## config.mk

```make
export PLATFORM = sky130hd
export DESIGN_NAME = blink_encoder_flat
export DESIGN_NICKNAME = d
export VERILOG_FILES = /design/src/rtl/blink_encoder_if.sv /design/src/rtl/blink_encoder.sv /design/src/flat_wrapper.sv
export SDC_FILE = /design/constraint.sdc
export NUM_CORES = 1
export LEC_CHECK = 0
export BUFFER_PORTS_ARGS = -buffer_cell sky130_fd_sc_hd__buf_2
export CORE_AREA = 5 5 42 44
export DETAILED_ROUTE_END_ITERATION = 12
export DIE_AREA = 0 0 47 49
export PLACE_DENSITY = 0.63
export SLEW_MARGIN = 30
export SYNTH_ARGS = -nofsm -noshare
export SYNTH_HDL_FRONTEND = slang
export SYNTH_SLANG_ARGS = --single-unit
```

## constraint.sdc

```tcl
create_clock -name clk -period 5.2 [get_ports clk]
set_clock_uncertainty 0.1 [all_clocks]
set_input_delay 0.52 -clock clk [delete_from_list [all_inputs] [get_ports clk]]
set_output_delay 0.52 -clock clk [all_outputs]
set_load 0.01 [all_outputs]
```

## src/rtl/blink_encoder_if.sv

```systemverilog
// blink_encoder_if: event/tick inputs and LED/status outputs of the blink encoder.
interface blink_encoder_if #(parameter int CNT_W = 3);
  logic tick;
  logic evt;
  logic clr;
  logic led;
  logic busy;
  logic [CNT_W-1:0] pending;
  logic overflow;
  modport master(output tick, evt, clr, input led, busy, pending, overflow);
  modport slave(input tick, evt, clr, output led, busy, pending, overflow);
endinterface

```

## src/rtl/blink_encoder.sv

```systemverilog
// blink_encoder: renders each queued event pulse as one tick-paced LED blink.
// Define BLINK_LED_ACTIVE_LOW_EN for an active-low led (reset value 1).
module blink_encoder #(
  parameter int ON_TICKS = 2,
  parameter int OFF_TICKS = 2,
  parameter int CNT_W = 3
) (
  input logic clk,
  input logic reset_n,
  blink_encoder_if.slave bus
);
  localparam int MAX_T = ON_TICKS > OFF_TICKS ? ON_TICKS : OFF_TICKS;
  localparam int PH_W = MAX_T > 1 ? $clog2(MAX_T) : 1;
  localparam logic [PH_W-1:0] ON_LAST = PH_W'(ON_TICKS - 1);
  localparam logic [PH_W-1:0] OFF_LAST = PH_W'(OFF_TICKS - 1);
`ifdef BLINK_LED_ACTIVE_LOW_EN
  localparam logic LED_ON = 1'b0;
`else
  localparam logic LED_ON = 1'b1;
`endif
  localparam logic LED_OFF = ~LED_ON;
  typedef enum logic [1:0] {IDLE, ON, OFF} state_t;
  state_t state;
  logic [PH_W-1:0] phase;
  logic full, phase_end, start, inc, drop;
  always_comb begin
    full = &bus.pending;
    phase_end = phase == (state == ON ? ON_LAST : OFF_LAST);
    start = bus.tick && bus.pending != '0 && (state == IDLE || (state == OFF && phase_end));
    // a full queue still accepts an event when a blink starts the same cycle
    inc = bus.evt && (!full || start);
    drop = bus.evt && full && !start;
  end
  always_ff @(posedge clk or negedge reset_n) begin
    if (!reset_n) begin
      state <= IDLE;
      phase <= '0;
      bus.pending <= '0;
      bus.overflow <= 1'b0;
      bus.led <= LED_OFF;
      bus.busy <= 1'b0;
    end else if (bus.clr) begin
      state <= IDLE;
      phase <= '0;
      bus.pending <= '0;
      bus.overflow <= 1'b0;
      bus.led <= LED_OFF;
      bus.busy <= 1'b0;
    end else begin
      bus.pending <= bus.pending + CNT_W'(inc) - CNT_W'(start);
      if (drop) bus.overflow <= 1'b1;
      if (bus.tick) begin
        phase <= (state == IDLE || phase_end) ? '0 : phase + 1'b1;
        if (start) begin
          state <= ON;
          bus.led <= LED_ON;
          bus.busy <= 1'b1;
        end else if (state == ON && phase_end) begin
          state <= OFF;
          bus.led <= LED_OFF;
        end else if (state == OFF && phase_end) begin
          state <= IDLE;
          bus.busy <= 1'b0;
        end
      end
    end
  end
endmodule
```

## src/flat_wrapper.sv

```systemverilog
// flat-port wrapper written by rule: the top's interface ports become plain ports
module blink_encoder_flat 
#(
  parameter int ON_TICKS = 2,
  parameter int OFF_TICKS = 2,
  parameter int CNT_W = 3
)
  (clk, reset_n, bus_tick, bus_evt, bus_clr, bus_led, bus_busy, bus_pending, bus_overflow);
  blink_encoder_if #(.CNT_W(CNT_W)) bus_i ();
  input logic clk;
  input logic reset_n;
  input wire logic [$bits(bus_i.tick)-1:0] bus_tick;
  input wire logic [$bits(bus_i.evt)-1:0] bus_evt;
  input wire logic [$bits(bus_i.clr)-1:0] bus_clr;
  output wire logic [$bits(bus_i.led)-1:0] bus_led;
  output wire logic [$bits(bus_i.busy)-1:0] bus_busy;
  output wire logic [$bits(bus_i.pending)-1:0] bus_pending;
  output wire logic [$bits(bus_i.overflow)-1:0] bus_overflow;
  assign bus_i.tick = bus_tick;
  assign bus_i.evt = bus_evt;
  assign bus_i.clr = bus_clr;
  assign bus_led = bus_i.led;
  assign bus_busy = bus_i.busy;
  assign bus_pending = bus_i.pending;
  assign bus_overflow = bus_i.overflow;
  blink_encoder #(.ON_TICKS(ON_TICKS), .OFF_TICKS(OFF_TICKS), .CNT_W(CNT_W)) u_core (.clk(clk), .reset_n(reset_n), .bus(bus_i));
endmodule
```

---- Word-level counts from Yosys, hierarchy flattened ----
Cells that the tools add are included.
storage, ports and cells
  register bits after elaboration ......... 9
  bits in latches ......................... 0
  memory bits (writable) .................. 0
  bits in read-only memories .............. 0
  word-level logic and storage cells ...... 55
  memories ................................ 0
operators by class
  $add $sub $neg .......................... 3
  multiply operators ...................... 0
  div/mod/pow operators ................... 0
  $lt $le $gt $ge ......................... 0
  equal/unequal tests ..................... 3
  shifts and indexed selects .............. 0
  muxes and demuxes ....................... 20
  bitwise logic cells ..................... 0
  reductions and logical operators ........ 23
operators with widths
  kind                                                             number
  1-bit 2-to-1 mux                                                 14
  2-bit 2-to-1 mux                                                 5
  3-bit nonzero test                                               3
  1-bit logical AND                                                7
  3-bit AND reduction                                              2
  2-bit AND reduction                                              2
  2-bit nonzero test                                               2
  4-bit nonzero test                                               1
  3-bit by 1-bit adder with 3-bit output                           1
  1-bit logical OR                                                 3
  3-bit 2-to-1 mux                                                 1
  3-bit by 2-bit != test with 1-bit output, second input constant  1
  3-bit by 1-bit subtractor with 3-bit output                      1
  2-bit by 1-bit == test with 1-bit output, second input constant  1
  2-bit == test, second input constant                             1
  1-bit zero test                                                  2
  2-bit zero test                                                  1
  1-bit adder, second input constant                               1

---- Logic depth before layout (Yosys ltp) ----
Gate-level depths: netlist of run 1.
  word-level depth ........................ 9
  mapped depth ............................ 11
  mapped depth without buffers ............ 11

---- Worst setup path after synthesis of run 1 ----
No wires, ideal clock.
  kind .................................... register -> register
  start point ............................. register u_core.bus.pending[2]
  end point ............................... register u_core.bus.pending[2]
  setup time .............................. 0.086 ns
  data arrival time ....................... 2.289 ns
  slack ................................... 2.725 ns
  stages on the path, launching flop included .. 12
  buffers on the path ..................... 0
  clock period less this slack ............ 2.475 ns
  path through ............................ dfrtp_1 -> or3_1 -> nand3_1 -> inv_1 -> ha_1 -> inv_1 -> ha_1 -> inv_1 -> fa_1 -> xor2_1 -> and2_2 -> nor3_1
between the ends
  longest elaborated chain between the ends .. 8
  elaborated cells between the ends (all ways) .. 10
RTL lines
  item                                             line                    source
  start: declaration                               blink_encoder_if.sv:11  modport slave(input tick, evt, clr, output led, busy, pending, overflow);
  start signal: assignment                         blink_encoder.sv:50     bus.pending <= bus.pending + CNT_W'(inc) - CNT_W'(start);
  3-bit nonzero test                               blink_encoder.sv:29     start = bus.tick && bus.pending != '0 && (state == IDLE || (state == OFF && phase_end));
  1-bit logical AND (2 in series)                  blink_encoder.sv:29
  1-bit logical OR                                 blink_encoder.sv:31     inc = bus.evt && (!full || start);
  1-bit logical AND                                blink_encoder.sv:31
  3-bit by 1-bit adder with 3-bit output           blink_encoder.sv:50
  3-bit by 1-bit subtractor with 3-bit output (*)  blink_encoder.sv:50
  3-bit 2-to-1 mux (*)                             blink_encoder.sv:42     end else if (bus.clr) begin
Mark *: on every way between the ends. The rest lies on a longest branch, timed or not.
A chain may end at the register's enable or synchronous reset.

---- Final worst setup path of run 1 ----
Same ends and word-level chain as after synthesis.

==> metrics.md, run 1 <==
| Metric | Value |
|---|---|
| Total Neg Setup Slack | 0 ns |
| Final hold slack | -0.00109 ns |
| Worst-skew pair later-pin latency | around 0.26 ns |
| GRT Util Overall | 9.89% |
| Layout cell share with drive strength beyond 1 | a little under a quarter |
| First-pass GRT wire length | about 1600 µm |
| Critical path launch point type | register |
| Total vias in the final route | approximately 380 |
| RSZ-0062 raised after global routing | no |
| Synth-to-Final Area Change | 19.6% |
| Slew margin rel. | 85.3% |
| Worst path arrival time | about 2.7 ns |
| Synth Area in Simple Gates | a little under a quarter |
| IO Port Bufs | 10 |
| Core area | approximately 0.0014 mm² |
| Distinct cell type count after synthesis | 21 |
| CP endpoint kind | register |
| Cts bufs inserted | 3 |
| DR vias/cell | 4.90 |
| Starting Density | between 30% and 40% |
| Post-CTS Resized | 0 |
| CTS Buffer Depth | 2 |
| HP Class | primary input to asynchronous set/reset pin |
| Slew Limit Fails | 0 |
| Adder-cell share of the synthesized area | 9.55% |
| Worst slew pin tran | roughly 0.22 ns |
| # DRC | 0 |
| Final Wtd Congestion | roughly 0.63 |
| CP required | roughly 5.3 ns |
| Chip Width | between 40 and 50 µm |
| Initial antenna violation count | 0 |
| Synthesized flop and latch total | 9 |
| Post-CTS setup buffers | 0 |
| Vias in the first global route | 373 |
| # setup viols final | 0 |
| Post-DP HPWL | 742 µm |
| CTS Sinks | 9 |
| Largest family of logic cells by synthesized area | simple AND/OR/NAND/NOR gates |
| Mean area per synthesized cell | just under 10 µm² |
| Compound-Gate Fraction of Synth Area | a little under an eighth |
| Outcome | finished, violations left |
| Hold Vio Cnt, Final | 4 |
| Final worst-path cycle share | between 40% and 50% |
| Xor/xnor share of the synthesized area | under 10% |
| H-tree depth | 1 |
| CTS tree | done |
| VDD IR-drop max | about 190 µV |
| Net Count, Synth | 57 |
| Crit path kind | register to register |
| Antenna cells | 0 |
| R2R Setup Slk | about 2.6 ns |
| Die height | 49 µm |
| Largest net degree at the start of global routing | 10 |
| Routed WL | about 990 µm |
| DIE AREA | 0.00230 mm² |
| Max-Cap Viols | 0 |
| Sequential fraction of the synthesis area | 47.7% |
| Post-route ant nets | 0 |
| Synth Instances | between 40 and 50 |
| Detailed Routing Iterations Pass 1 | 2 |
| Hold_buf cts | 0 |
| Pwr dens | 455 mW/mm² |
| Cell Area, Synth | ~470 µm² |
| CP max FO | 5 |
| Grt ovf | 0 |
| Post-DR wirelength/cell | 12.7 µm |
| Yosys warns | 0 |
| Fmax | roughly 380 MHz |
| Period minus WS final | 2.60 ns |
| Post-synthesis mux area share | 0% |
| Initial DRC count | 8 |
| I/O Pins | 11 |
| Root Driver | clkbuf_4 |
| Row count | 14 |
| Failing checks | negative hold slack |
| LEAKAGE | 0.287 nW |
| Final #Nets | 71 |
| Clk slew on worst S/H paths | approximately 0.070 ns |
where the power goes:
group          total, mW  internal, mW  switching (mW)
Combinational     0.0967        0.0466          0.0501
Clock             0.0559        0.0296          0.0262
Sequential         0.104        0.0869          0.0174
worst max-delay path, cell delays in order (launching register included):
cell	delay (ns)
dfrtp_1	0.41
or3_1	0.40
nand3_1	0.15
inv_1	0.06
ha_1	0.27
inv_1	0.06
ha_1	0.13
inv_1	0.05
fa_1	0.41
xor2_1	0.16
and2_2	0.19
nor3_1	0.12
Yosys cell counts, drive strengths merged:
cell | number | area (µm²)
ha | 2 | 25.0
nand2 | 3 | 11.3
nor2b | 4 | 25.0
nand3 | 3 | 15.0
nor2 | 2 | 7.51
and2 | 1 | 7.51
nand2b | 3 | 18.8
o211ai | 1 | 7.51
nand4b | 1 | 8.76
and3 | 1 | 6.26
o21ai | 1 | 5.00
clkbuf | 1 | 3.75
nor3 | 1 | 5.00
a22o | 1 | 8.76
fa | 1 | 20.0
dfrtp | 9 | 225
inv | 6 | 22.5
xor2 | 1 | 8.76
a31o | 1 | 8.76
or3 | 1 | 6.26
a21oi | 5 | 25.0
final timing paths:
path | start | end | depth (start not counted)
worst max-delay path | u_core.bus.pending[2] | u_core.bus.pending[2] | 11
max in group asynchronous | reset_n | u_core.bus.busy | 1
worst min register to register | u_core.bus.led | u_core.bus.led | 2
min in group clk | u_core.bus.led | u_core.bus.led | 2
worst max register to register | u_core.bus.pending[2] | u_core.bus.pending[2] | 11
worst min-delay path | reset_n | u_core.bus.overflow | 1
per-stage QoR:
step / instance area (µm²) / total power [mW] / util (%) / cells / setup slack [ns]
2_1_floorplan: 472 / 0.170 / - / 49 / 2.73
3_3_place_gp: 538 / 0.196 / 38.4 / 74 / 2.64
3_5_place_dp: 538 / 0.206 / 38.4 / 74 / 2.58
4_1_cts: 564 / 0.262 / 40.3 / 78 / 2.58
5_1_grt: 564 / 0.283 / 40.3 / 78 / 2.43
6_report: 564 / 0.257 / 40.3 / 78 / 2.60
layout make-up:
cell class | instances | area (µm²)
fill | 160 | 837
sequential | 9 | 225
multi-input combinational | 33 | 220
timing repair buffer | 10 | 50.0
clock buffer | 4 | 26.3
inverter | 6 | 22.5
tap | 16 | 20.0
per-layer routing:
| layer | up-vias | share of wire [%] | track usage (%) |
|---|---|---|---|
| li1 | 191 | - | - |
| met5 | - | 0 | 0 |
| met1 | 180 | 48 | 12.0 |
| met4 | 0 | 0.91 | 6.91 |
| met2 | 9 | 45 | 13.8 |
| met3 | 2 | 5.7 | 3.69 |
registers in the layout, indices dropped and copies added, names as in the netlist:
register and count:
u_core.bus.busy 1, u_core.bus.led 1, u_core.bus.overflow 1, u_core.bus.pending 3
u_core.phase 1, u_core.state 2
placed cells by master, fill, tap and decap left out, drive strengths merged:
cell	instances
a21oi	5
a22o	1
a31o	1
and2	1
and3	1
buf	10
clkbuf	4
dfrtp	9
fa	1
ha	2
inv	6
nand2	3
nand2b	3
nand3	3
nand4b	1
nor2	2
nor2b	4
nor3	1
o211ai	1
o21ai	1
or3	1
xor2	1
cells by family (layout without fill, tap and decap cells):
logic type	after synthesis	in the layout
AO/OA/AOI/OAI	9	9
XOR/XNOR	1	1
adder cells (fa/ha/maj)	3	3
buffers and inverters	7	20
flip-flops	9	9
AND/OR/NAND/NOR	20	20
Power figures use the tool's default switching activity.
==> run 2, diff against run 1 <==
ABC_AREA = 1   (was default)
PLACE_DENSITY = 0.64   (was 0.63)
clock period = 2.65 ns   (was 5.2 ns; I/O delays follow)
==> run 2 against run 1 <==
Net effect: the run now ends clean; final cell count is 14% higher; via count is 6.8% higher; core utilization is 1.7 points higher; critical path type unchanged; largest cell class unchanged.
==> metrics.md, run 2 <==
| Metric | Value |
|---|---|
| Outcome | finished clean |
| Hold Vio Cnt, Final | 0 (-4) |
| Yosys warns | 0 (unchanged) |
| Row count | 14 (unchanged) |
| Total Neg Setup Slack | 0 ns (unchanged) |
| Cell Area, Synth | 482 µm² (+2.1%) |
| Initial DRC count | 5 (-3) |
| Worst-skew pair later-pin latency | 0.26 ns (about the same) |
| R2R cell count | 11 (unchanged) |
| Starting Density | 34.4% (+0.71 points) |
| Crit path kind | register to register |
| Area contributors post-synth | dfrtp_1 47%, inv_1 8.6%, nand2_1 8.6% |
| Grt ovf | 0 (unchanged) |
| CTS tree | done |
| Mean area per synthesized cell | 8.31 µm² (-14%) |
| Xor/xnor share of the synthesized area | 0% (-1.9 points) |
| Period minus WS final | 2.26 ns (-0.342 ns) |
| Final #Nets | 82 (+15%) |
| Design Power | 0.558 mW (+120%) |
| # DRC | 0 (unchanged) |
| R2R Setup Slk | 0.39 ns (-2.21 ns) |
| HP Class | primary input to register |
| Cts bufs inserted | 3 (unchanged) |
| Critical path launch point type | register |
| CP endpoint kind | register |
| Crit path to | u_core.bus.pending[2] |
| Most frequent cells in the layout | 11 x inv_1, 11 x nand2_1, 10 x buf_2 |
| Synth Instances | 58 (+18%) |
| RSZ-0062 raised after global routing | no |
| Worst R2R End | u_core.bus.pending[2] |
| Post-DR wirelength/cell | 10.9 µm (-14%) |
| First-pass GRT wire length | 1750 µm (+10%) |
| Synth Area in Simple Gates | 22.9% (-0.75 points) |
| CP required | 2.73 ns (-2.55 ns) |
| Final worst-path cycle share | 85.2% (+35 points) |
| Post-route ant nets | 0 (unchanged) |
| Critical R2R Launch | u_core.bus.pending[1] |
| Max-Cap Viols | 0 (unchanged) |
| Max reg flops | 3 (unchanged) |
| I/O Pins | 11 (unchanged) |
| Worst path arrival time | 2.34 ns (-0.34 ns) |
| Die height | 49 µm (unchanged) |
| Distinct cell type count after synthesis | 18 (-14%) |
| H-tree depth | 1 (unchanged) |
| Fmax | 443 MHz (+15%) |
| Compound-Gate Fraction of Synth Area | 10.9% (-0.76 points) |
| DR vias/cell | 4.58 (-6.4%) |
| Root Driver | clkbuf_4 |
| Detailed Routing Iterations Pass 1 | 4 (+2) |
| Area taken by multi-input logic gates | 208 µm² (-5.7%) |
| IO Port Bufs | 10 (unchanged) |
| Setup crit start | u_core.bus.pending[1] |
| Largest family of logic cells by synthesized area | simple AND/OR/NAND/NOR gates |
| Final Wtd Congestion | 0.710 (+13%) |
| Layout cell share with drive strength beyond 1 | 21.9% (-0.66 points) |
| Cell taking the most area after synthesis | dfrtp_1 |
| Fillcell total | 148 (-7.5%) |
| Slew Limit Fails | 0 (unchanged) |
| Largest Register | u_core.bus.pending |
| Pwr dens | 950 mW/mm² (+110%) |
| CTS Buffer Depth | 2 (unchanged) |
| Largest net degree at the start of global routing | 10 (unchanged) |
| Chip Width | 47 µm (unchanged) |
| Post-DP HPWL | 689 µm (-7.1%) |
| # setup viols final | 0 (unchanged) |
| Clk slew on worst S/H paths | 0.06 ns (about the same) |
| Crit path largest cell delay | 0.43 ns (+0.02 ns) |
| Cell family with most CP delay | adder cells |
| Synthesized flop and latch total | 9 (unchanged) |
| Reg area | 225 µm² (unchanged) |
| LEAKAGE | 0.326 nW (+14%) |
| Post-synthesis mux area share | 0% (unchanged) |
| DIE AREA | 0.00230 mm² (unchanged) |
| CP Cell Sequence | inv_1 > nand3_1 > nand3_2 > clkinv_1 > ha_1 > inv_1 > ha_1 > inv_1 > fa_1 > and3_1 > nor3_1 |
| Crit-path most repeated cell | inv_1 |
| VDD IR-drop max | 436 µV (+130%) |
| Ys async rst share | 100% (unchanged) |
| Vias in the first global route | 393 (+5.4%) |
| GRT Util Overall | 11.0% (+1.1 points) |
| Slew margin rel. | 85.2% (about the same) |
| Post-synth top flop | dfrtp_1 |
| Adder-cell share of the synthesized area | 9.35% (-0.20 points) |
| Synth top area share | 46.8% (-0.99 points) |
| Routed WL | 972 µm (-1.7%) |
| Largest registers | u_core.bus.pending: 3 flops, u_core.state: 2 flops |
| Number of flops mapped to enable cells by yosys | 0 (unchanged) |
| Worst slew pin tran | 0.220 ns (-0.00139 ns) |
| CTS Sinks | 9 (unchanged) |
| Synth-to-Final Area Change | 22.1% |
| Total vias in the final route | 408 (+6.8%) |
| Critical Path Stages | 11 (unchanged) |
| Antenna cells | 0 (unchanged) |
| Post-CTS setup buffers | 0 (unchanged) |
| Core area | 0.00140 mm² (unchanged) |
| Post-synth top cells | 11 x inv_1, 11 x nand2_1, 9 x dfrtp_1 |
| Net Count, Synth | 66 (+16%) |
| Sequential fraction of the synthesis area | 46.8% (-0.99 points) |
| CP max FO | 5 (unchanged) |
| Initial antenna violation count | 0 (unchanged) |
| Critical Path Slowest Stage Cell | dfrtp_1 |
| Worst path bufs/invs | 4 (+1) |
run 2: cell type report:
class,count,area share (%)
flip-flops and latches,9,38.3
clock buffers,4,4.47
multi-input cells,36,35.3
inverters,13,8.30
well taps,16,3.40
repair buffers,11,10.2
run 2: cells by family (layout without fill, tap and decap cells):
family,after synthesis,count (layout)
AOI/OAI and AO/OA,8,8
adders and majority gates,3,3
buffers and inverters,13,28
DFF,9,9
and+or+nand+nor,25,25
run 2: stage by stage:
| step | util (%) | std cells | setup slack, ns | area, µm² | hold WS [ns] |
|---|---|---|---|---|---|
| 6_report | 42.0 | 89 | 0.393 | 588 | 0.147 |
| 5_1_grt | 42.0 | 89 | 0.236 | 588 | 0.158 |
| 4_1_cts | 42.0 | 89 | 0.397 | 588 | 0.142 |
| 3_5_place_dp | 39.4 | 84 | 0.457 | 552 | 0.0292 |
| 3_3_place_gp | 39.4 | 84 | 0.496 | 552 | 0.0292 |
| 2_1_floorplan | - | 58 | 0.534 | 482 | -0.131 |
run 2: worst reg2reg max path: stages (launching register included):
cell	delay, ns
dfrtp_1	0.43
inv_1	0.09
nand3_1	0.10
nand3_2	0.13
clkinv_1	0.10
ha_1	0.28
inv_1	0.06
ha_1	0.13
inv_1	0.05
fa_1	0.41
and3_1	0.18
nor3_1	0.12
run 2: worst min-delay path by stage:
stage                     startpoint                     to  slack, ns  cells after the start
after floorplan              reset_n        u_core.bus.busy      -0.13                      0
after global placement       reset_n  u_core.bus.pending[0]       0.03                      1
after global routing         bus_clr  u_core.bus.pending[2]       0.16                      2
after detailed placement     reset_n  u_core.bus.pending[1]       0.03                      1
final                        bus_clr    u_core.bus.overflow       0.15                      2
after CTS                    bus_clr    u_core.bus.overflow       0.14                      2
run 2: what timing repair did:
| item | 4_1_cts | 5_1_grt |
|---|---|---|
| resized for setup | 0 | 0 |
| endpoints found under the hold margin | 9 | 0 |
| hold buffers | 1 | 0 |
run 2: per-layer routing:
metal	vias up	wire [µm]	global-route usage (%)
met5	-	0	0
met4	0	36	8.29
met3	5	48	3.69
met2	8	440	13.6
met1	180	447	15.1
li1	215	-	-
run 2: where the power goes:
| part | switching, mW | internal (mW) |
|---|---|---|
| Sequential | 0.0370 | 0.181 |
| Clock | 0.0517 | 0.0583 |
| Combinational | 0.137 | 0.0937 |
